File: config.mk
export PLATFORM = sky130hd
export DESIGN_NAME = tge_tx_arbiter
export DESIGN_NICKNAME = d
export VERILOG_FILES = /design/src/rtl/tge_tx_arbiter.sv
export SDC_FILE = /design/constraint.sdc
export NUM_CORES = 1
export LEC_CHECK = 0
export ABC_AREA = 0
export BUFFER_PORTS_ARGS = -buffer_cell sky130_fd_sc_hd__buf_2
export CAP_MARGIN = 20
export CELL_PAD_IN_SITES_DETAIL_PLACEMENT = 0
export CELL_PAD_IN_SITES_GLOBAL_PLACEMENT = 1
export CORE_AREA = 2 2 331 333
export CTS_CLUSTER_SIZE = 20
export DETAILED_ROUTE_END_ITERATION = 8
export DIE_AREA = 0 0 333 335
export GPL_ROUTABILITY_DRIVEN = 0
export GPL_TIMING_DRIVEN = 1
export PLACE_DENSITY = 0.6
export SYNTH_ARGS = -nofsm -noshare
export SYNTH_HDL_FRONTEND = slang
export SYNTH_SLANG_ARGS = --single-unit
File: constraint.sdc
create_clock -name clk -period 8.5 [get_ports clk]
set_input_delay 0.425 -clock clk [delete_from_list [all_inputs] [get_ports clk]]
set_output_delay 0.425 -clock clk [all_outputs]
set_load 0.05 [all_outputs]
File: src/rtl/tge_tx_arbiter.sv
// Packet-granular round-robin arbiter feeding one 10GbE core transmit port.
// Oversize packets are cut at MAX_WORDS and their tail is drained upstream.
module tge_tx_arbiter #(
    parameter int N_PORTS   = 4,
    parameter int MAX_WORDS = 1024,
    parameter int CNT_W     = 32
) (
    input  logic                       clk,
    input  logic                       rst,
    input  logic [N_PORTS-1:0]         in_valid,
    input  logic [N_PORTS-1:0]         in_eof,
    input  logic [64*N_PORTS-1:0]      in_data,
    input  logic [32*N_PORTS-1:0]      in_dest_ip,
    input  logic [16*N_PORTS-1:0]      in_dest_port,
    output logic [N_PORTS-1:0]         in_ready,
    output logic                       tx_valid,
    output logic                       tx_end_of_frame,
    output logic [63:0]                tx_data,
    output logic [31:0]                tx_dest_ip,
    output logic [15:0]                tx_dest_port,
    input  logic                       tx_afull,
    input  logic                       tx_overflow,
    output logic [N_PORTS-1:0]         grant,
    output logic [CNT_W*N_PORTS-1:0]   pkt_count,
    output logic [CNT_W*N_PORTS-1:0]   trunc_count,
    output logic                       overflow_seen
);

    localparam int IW = $clog2(N_PORTS);
    localparam int WW = $clog2(MAX_WORDS);

    typedef enum logic [1:0] {
        S_IDLE,
        S_SEND,
        S_DRAIN
    } state_e;

    state_e          state_q, state_d;
    logic [IW-1:0]   gidx_q, gidx_d;
    logic [IW-1:0]   last_q, last_d;
    logic [WW-1:0]   wcnt_q, wcnt_d;
    logic            txv_q, txv_d;
    logic            txe_q, txe_d;
    logic [63:0]     txd_q, txd_d;
    logic [31:0]     ip_q, ip_d;
    logic [15:0]     pt_q, pt_d;
    logic            ovf_q;
    logic            pkt_inc, trunc_inc;
    logic [CNT_W-1:0] pkt_q   [N_PORTS];
    logic [CNT_W-1:0] trunc_q [N_PORTS];

    logic [IW-1:0]   pick;
    logic            sel_valid, sel_eof;
    logic [63:0]     sel_data;
    logic [31:0]     sel_ip;
    logic [15:0]     sel_pt;
    logic [N_PORTS-1:0] gvec;
    logic            at_max;

    // Later k overwritten by earlier k: the nearest valid port after last wins.
    always_comb begin
        pick = last_q;
        for (int k = N_PORTS; k >= 1; k--) begin
            logic [IW-1:0] cand;
            cand = IW'((int'(last_q) + k) % N_PORTS);
            if (in_valid[cand]) pick = cand;
        end
    end

    always_comb begin
        sel_valid = 1'b0;
        sel_eof   = 1'b0;
        sel_data  = '0;
        sel_ip    = '0;
        sel_pt    = '0;
        for (int i = 0; i < N_PORTS; i++) begin
            if (gidx_q == IW'(i)) begin
                sel_valid = in_valid[i];
                sel_eof   = in_eof[i];
                sel_data  = in_data[64*i +: 64];
                sel_ip    = in_dest_ip[32*i +: 32];
                sel_pt    = in_dest_port[16*i +: 16];
            end
        end
    end

    always_comb begin
        gvec = '0;
        if (state_q != S_IDLE) gvec[gidx_q] = 1'b1;
    end

    assign at_max = (wcnt_q == WW'(MAX_WORDS - 1));

    always_comb begin
        state_d   = state_q;
        gidx_d    = gidx_q;
        last_d    = last_q;
        wcnt_d    = wcnt_q;
        txv_d     = 1'b0;
        txe_d     = 1'b0;
        txd_d     = txd_q;
        ip_d      = ip_q;
        pt_d      = pt_q;
        pkt_inc   = 1'b0;
        trunc_inc = 1'b0;
        in_ready  = '0;
        unique case (state_q)
            S_IDLE: begin
                if (!tx_afull && (|in_valid)) begin
                    gidx_d  = pick;
                    state_d = S_SEND;
                end
            end
            S_SEND: begin
                in_ready = gvec & {N_PORTS{!tx_afull}};
                if (sel_valid && !tx_afull) begin
                    txv_d  = 1'b1;
                    txd_d  = sel_data;
                    txe_d  = sel_eof | at_max;
                    wcnt_d = wcnt_q + WW'(1);
                    if (wcnt_q == '0) begin
                        ip_d = sel_ip;
                        pt_d = sel_pt;
                    end
                    if (sel_eof) begin
                        pkt_inc = 1'b1;
                        last_d  = gidx_q;
                        wcnt_d  = '0;
                        state_d = S_IDLE;
                    end else if (at_max) begin
                        pkt_inc   = 1'b1;
                        trunc_inc = 1'b1;
                        wcnt_d    = '0;
                        state_d   = S_DRAIN;
                    end
                end
            end
            S_DRAIN: begin
                in_ready = gvec;
                if (sel_valid && sel_eof) begin
                    last_d  = gidx_q;
                    state_d = S_IDLE;
                end
            end
            default: state_d = S_IDLE;
        endcase
    end

    always_ff @(posedge clk) begin
        if (rst) begin
            state_q <= S_IDLE;
            gidx_q  <= '0;
            last_q  <= IW'(N_PORTS - 1);
            wcnt_q  <= '0;
            txv_q   <= 1'b0;
            txe_q   <= 1'b0;
            txd_q   <= '0;
            ip_q    <= '0;
            pt_q    <= '0;
            ovf_q   <= 1'b0;
        end else begin
            state_q <= state_d;
            gidx_q  <= gidx_d;
            last_q  <= last_d;
            wcnt_q  <= wcnt_d;
            txv_q   <= txv_d;
            txe_q   <= txe_d;
            txd_q   <= txd_d;
            ip_q    <= ip_d;
            pt_q    <= pt_d;
            ovf_q   <= ovf_q | tx_overflow;
        end
    end

    always_ff @(posedge clk) begin
        if (rst) begin
            for (int i = 0; i < N_PORTS; i++) begin
                pkt_q[i]   <= '0;
                trunc_q[i] <= '0;
            end
        end else begin
            for (int i = 0; i < N_PORTS; i++) begin
                if (gidx_q == IW'(i)) begin
                    if (pkt_inc)   pkt_q[i]   <= pkt_q[i] + CNT_W'(1);
                    if (trunc_inc) trunc_q[i] <= trunc_q[i] + CNT_W'(1);
                end
            end
        end
    end

    for (genvar i = 0; i < N_PORTS; i++) begin : g_cnt
        assign pkt_count[CNT_W*i +: CNT_W]   = pkt_q[i];
        assign trunc_count[CNT_W*i +: CNT_W] = trunc_q[i];
    end

    assign grant           = gvec;
    assign tx_valid        = txv_q;
    assign tx_end_of_frame = txe_q;
    assign tx_data         = txd_q;
    assign tx_dest_ip      = ip_q;
    assign tx_dest_port    = pt_q;
    assign overflow_seen   = ovf_q;

endmodule

======== Yosys cells after proc, flatten, opt, wreduce, memory -nomap -nowiden ========
Memory sizes are Yosys's and may differ from the RTL's.
Cells that the tools add are included.
cells by class
  add/subtract/negate cells ............... 13
  magnitude comparators ................... 6
  eq/ne operators ......................... 11
  multiplexer cells ....................... 92
  bitwise operators ....................... 13
  reductions and logical operators ........ 18
operator list
  kind                     count
  $mux W32                 12
  $add A32 B1 Y32 const B  8
  $mux W64                 4
  $mux W16                 4
  $mux W1                  49
  $mux W2                  12
  $mux W10                 2
  $lt A2 B3 Y1 const B     5
  $add A10 B1 Y10 const B  1
  $eq A10 B10 Y1 const B   1
  $logic_not A10 Y1        1
  $or A1 B1 Y1             10
  $bmux W1 S2              4
  $ne A2 B2 Y1 const B     4
  $pmux W4 S2              1
  $reduce_and A4 Y1        2
  $eq A2 B2 Y1 const B     3
  $pmux W2 S3              1
  $add A2 B1 Y2 const B    2
  $add A2 B2 Y2 const B    2
  $and A4 B4 Y4            1
  $eq A2 B1 Y1 const B     2
  $logic_and A1 B1 Y1      4
  $logic_not A2 Y1         2
  other kinds (13)         16
word-level totals
  register bits ........................... 131
  memory bits (writable) .................. 256
  output and inout port bits .............. 379
  word-level logic and storage cells ...... 165
  memories kept ........................... 2
memory list
  memory   depth  width  rd ports  clocked after Yosys merged registers in  wr ports  line  RTL
  pkt_q    4      32     4         0                                        4         49    logic [CNT_W-1:0] pkt_q [N_PORTS];
  trunc_q  4      32     4         0                                        4         50    logic [CNT_W-1:0] trunc_q [N_PORTS];

======== Logic depth before layout (Yosys ltp) ========
  depth after elaboration ................. 13
  gate-level depth with buffers ........... 9
  depth with buffers taken out ............ 7

======== Worst setup path before layout ========
No wires, ideal clock.
  path kind ............................... flip-flop to flip-flop
  from .................................... register state_q[1]
  to ...................................... memory pkt_q[0][0], enable pin
  data arrival time ....................... 4750 ps
  data required time ...................... 7989 ps
  slack ................................... 3240 ps
  stages on the path, launching flop included .. 8
  buffers on the path ..................... 2
  clock period less this slack ............ 5260 ps
  path through ............................ dfxtp_1 -> inv_1 -> ha_1 -> nor2b_1 -> nand2_1 -> clkbuf_1 -> clkbuf_1 -> o41ai_1
RTL lines
  what                    line  RTL
  start, declared         38    state_e state_q, state_d;
  start signal, assigned  162   state_q <= state_d;
  end, declared           49

======== Final worst setup path ========
  from .................................... register gidx_q[0]
  to ...................................... output port in_ready[3]
on the way
  longest elaborated chain between the ends .. 7
  elaborated cells on any way between the ends .. 8
ends and longest elaborated chain
  what                                                                       line  RTL
  start, declared                                                            39    logic [IW-1:0] gidx_q, gidx_d;
  start signal, assigned                                                     163   gidx_q <= gidx_d;
  $lt A2 B3 Y1 (implied by the code) / $ge A2 B1 Y1 (equally long branches)  89    if (state_q != S_IDLE) gvec[gidx_q] = 1'b1;
  $logic_and A1 B1 Y1 (implied by the code)                                  89
  $mux W1 (implied by the code)                                              89
  $demux W1 S2 (*)                                                           89
  $mux W4 (*)                                                                89
  $and A4 B4 Y4                                                              115   in_ready = gvec & {N_PORTS{!tx_afull}};
  $pmux W4 S2 (*)                                                            107   unique case (state_q)
  end, declared                                                              15    output logic [N_PORTS-1:0] in_ready,
Mark *: on every way between the ends. The rest lies on a longest branch, timed or not.

==> summary.txt <==
Run status
  – Status: completed

Die
  – Die width: ~330 microns
  – Starting density of the core: 0.196
  – Die Footprint: ~110000 sq um
  – IO Count: 839
  – # rows: 121
  – Height of the die: around 340 microns
  – Total core area: around 110000 sq um

Synth
  – Unique masters post-synth: 48
  – Post-Syn Area: between 20000 and 25000 sq um
  – EDFF count, synth: approximately 260
  – Yosys warns: 0
  – Most frequent cells after synthesis: nand2_1 (313), nor2_1 (279), edfxtp_1 (256)
  – Syn Nets: about 2500
  – Syn avg cell area: roughly 10 sq um
  – Synth Flop Type: edfxtp_1
  – Post-synthesis sequential area ratio: 0.487
  – Synth area leader: edfxtp_1
  – Dominant cell by count in the synthesized netlist: nand2_1
  – Synth Register Bits: 387
  – Largest cells by area after synthesis: edfxtp_1 (36%), dfxtp_1 (12%), mux4_2 (12%)
  – Post-Syn Instances: slightly above 2000
  – Asr flop ratio synth: 0
  – Post-synth top area share: 0.363

Routing
  – DRC Markers: 0
  – Antenna Nets Post-Route: 0
  – Met3 routed WL: around 6800 microns
  – Routed vias/inst: between 4 and 5
  – WL/cell: ~23 microns
  – Iter 0 DRT Violations: ~1100
  – Total Wirelength: between 90000 and 100000 microns
  – Drt pass-1 iters: 5
  – Vias: 19500
  – DRT met1 WL: 38900 microns
  – Metal2 WL: between 40000 and 50000 microns
  – Uppermost layer routed: met5

Clock tree
  – Clk pin slew, worst setup/hold paths: 0.06 ns
  – TritonCTS clock tree: done
  – Num CTS Buffers: just over 50
  – CTS root buf: clkbuf_16
  – H-tree lvl count: 2
  – CTS sink count: between 300 and 400
  – CTS max path bufs: 3
  – # Post-CTS Setup Buffers: 0
  – Worst-Skew Late Latency: 0.61 ns

Pwr
  – P_leak: about 11 nW
  – Peak VDD IR: about 120 uV
  – Internal power: 3.69 mW
  – Net switching power: roughly 1.6 mW
  – Switching share of power: 0.305
  – Seq pwr share: 0.411
  – Logic gate share of total power: 0.178
  – Pwr Density: about 180 nW/um^2
  – Clock share of power: 0.411

Critical path
  – Setup crit end kind: output pin
  – Worst r2r src: gidx_q[1]
  – Path type of the worst setup path: flip-flop to output pin
  – Worst-path cell chain: buf_4, buf_4, nand2_1, nor2_1, buf_2
  – Crit start category: flip-flop
  – R2r endpoint: tx_dest_ip[11]
  – Buffer and inverter count on the worst path: 3
  – Crit Path Max Fanout: between 40 and 50
  – Critical-path top delay cell: buf_4
  – Crit. path cell count: 5
  – CP top delay family: buffers and inverters
  – Worst path arrival time: 3.36 ns
  – Max incr delay on CP: approximately 0.71 ns
  – Critical Path Most Common Cell: buf_4
  – R2r setup slk: 5.13 ns
  – CP required: just over 8 ns
  – Worst R2R Path Depth: 7

Cells and area
  – Area growth syn-to-layout: 36.4%
  – # nets final: between 3000 and 4000
  – Post-route cell area: ~29000 sq um
  – Share of layout cells above drive strength 1: 0.374

STA
  – Final Max Slew Viols: 0
  – Total Neg Setup Slack: 0 ns
  – Worst-Margin Slew: roughly 1.0 ns
  – Final hold violations: 0
  – RSZ-0062 raised after global routing: false
  – Final setup skew: about 0.013 ns
  – Final setup fails: 0
  – Slew margin rel.: 0.312
  – Period Utilization, post-route: 0.445
  – Max Clk Rate: roughly 260 MHz
  – Min Clock Period, post-route: around 3.8 ns

Global routing
  – Pin count of the biggest net entering global routing: 76
  – Vias in the first global route: roughly 19000
  – Congestion Overflow GR: 0
  – First-pass GRT wire length: about 140000 microns
  – Total GRT Usage: 0.168
  – Initial antenna violation count: 26

Hold path
  – Hold Path Cell Cnt: 4
  – Hold/Removal Path Class: primary input to flip-flop
  – Hold Path Sink: gidx_q[1]
  – Min-delay src: tx_afull

Place
  – Placed Area: ~27000 sq um
  – HPWL Detailed: roughly 77000 microns
  – Input/output buffers: 838

Job
  – Max Cap Viol: 0
worst register-to-register path: cells and delay by family (launching register included):
family | cells | cell delay (ns)
muxes | 1 | 0.66
buffers and inverters | 2 | 1.18
AOI/OAI and AO/OA | 1 | 0.14
DFF | 1 | 0.64
and+or+nand+nor | 3 | 0.68
flip-flops by register name (all words and copies together), names as in the netlist:
signal and cells:
wcnt_q 10, tx_end_of_frame 1, state_q 2, tx_valid 1, gidx_q 2, last_q 2, tx_data 64, overflow_seen 1
pkt_q 128, tx_dest_ip 32, trunc_q 128, tx_dest_port 16
power groups by stage:
| stage | clock network (mW) | registers (mW) | logic (mW) |
|---|---|---|---|
| detailed placement | 0 | 2.22 | 0.958 |
| CTS | 2.27 | 2.18 | 0.959 |
| global placement | 0 | 2.22 | 0.956 |
| finish | 2.18 | 2.18 | 0.943 |
| global route | 2.34 | 2.20 | 1.00 |
| floorplan | 0 | 2.47 | 0.343 |
per-stage QoR:
stage	cells	worst slack (ns)	hold WS, ns	power (mW)	util
finish	4326	4.72	0.206	5.31	0.267
detailed placement	4213	4.59	0.442	3.18	0.250
floorplan	2052	3.24	0.480	2.81	-
global placement	4211	4.64	0.436	3.18	0.249
global route	4322	4.31	0.181	5.54	0.267
CTS	4309	4.49	0.144	5.42	0.266
layout make-up:
cell class | instances | area, sq um
Fill cell | 11700 | 79200
Sequential cell | 387 | 10300
Timing Repair Buffer | 869 | 4570
Inverter | 33 | 124
Clock inverter | 14 | 118
Clock buffer | 81 | 1550
Antenna cell | 12 | 30.0
Multi-Input combinational cell | 1516 | 10400
Tap cell | 1414 | 1770
layout by cell type, fill, tap and decap left out, drive strengths merged, types with 3 or more instances in the layout:
cell,n
a21oi,147
and2,13
and3,39
and4,26
buf,868
clkbuf,81
clkinv,9
clkinvlp,3
dfxtp,131
diode,12
edfxtp,256
ha,13
inv,34
mux2i,4
mux4,114
nand2,313
nand2b,4
nand3,95
nand4,74
nor2,279
nor2b,6
nor3,37
nor4,31
nor4b,3
o21ai,33
o31ai,8
or2,4
or3,29
or4,10
xnor2,102
xor2,116
layer usage:
metal	global-route usage	up-vias
li1	-	9092
met1	0.200	9594
met2	0.292	676
met3	0.0431	145
met4	0.0594	8
met5	0	-
worst max path at each step:
stage                           from             end
after floorplan           state_q[1]     pkt_q[0][0]
after global placement     gidx_q[1]  trunc_q[2][27]
after detailed placement   gidx_q[1]  trunc_q[0][18]
after CTS                  gidx_q[0]     in_ready[3]
after global routing       gidx_q[0]     in_ready[3]
final                      gidx_q[0]     in_ready[3]
timing repair:
action | 4_1_cts | 5_1_grt
resized for setup | 0 | 0
hold buffers | 1 | 0
hold endpoints to repair | 1 | 0
kinds of logic (layout without fill, tap and decap cells):
family                     count (synthesis)  after routing  share of synthesized area
other                                      0             12                          0
xor gates and xnor gates                 218            218                     0.0902
DFF                                      387            387                      0.487
adders and majority gates                 13             13                    0.00768
and+or+nand+nor                          968            968                      0.215
buffers and inverters                    149            997                     0.0271
muxes                                    118            118                      0.123
AOI/OAI and AO/OA                        199            199                     0.0499
No activity file was read; power rests on OpenSTA's default activity.
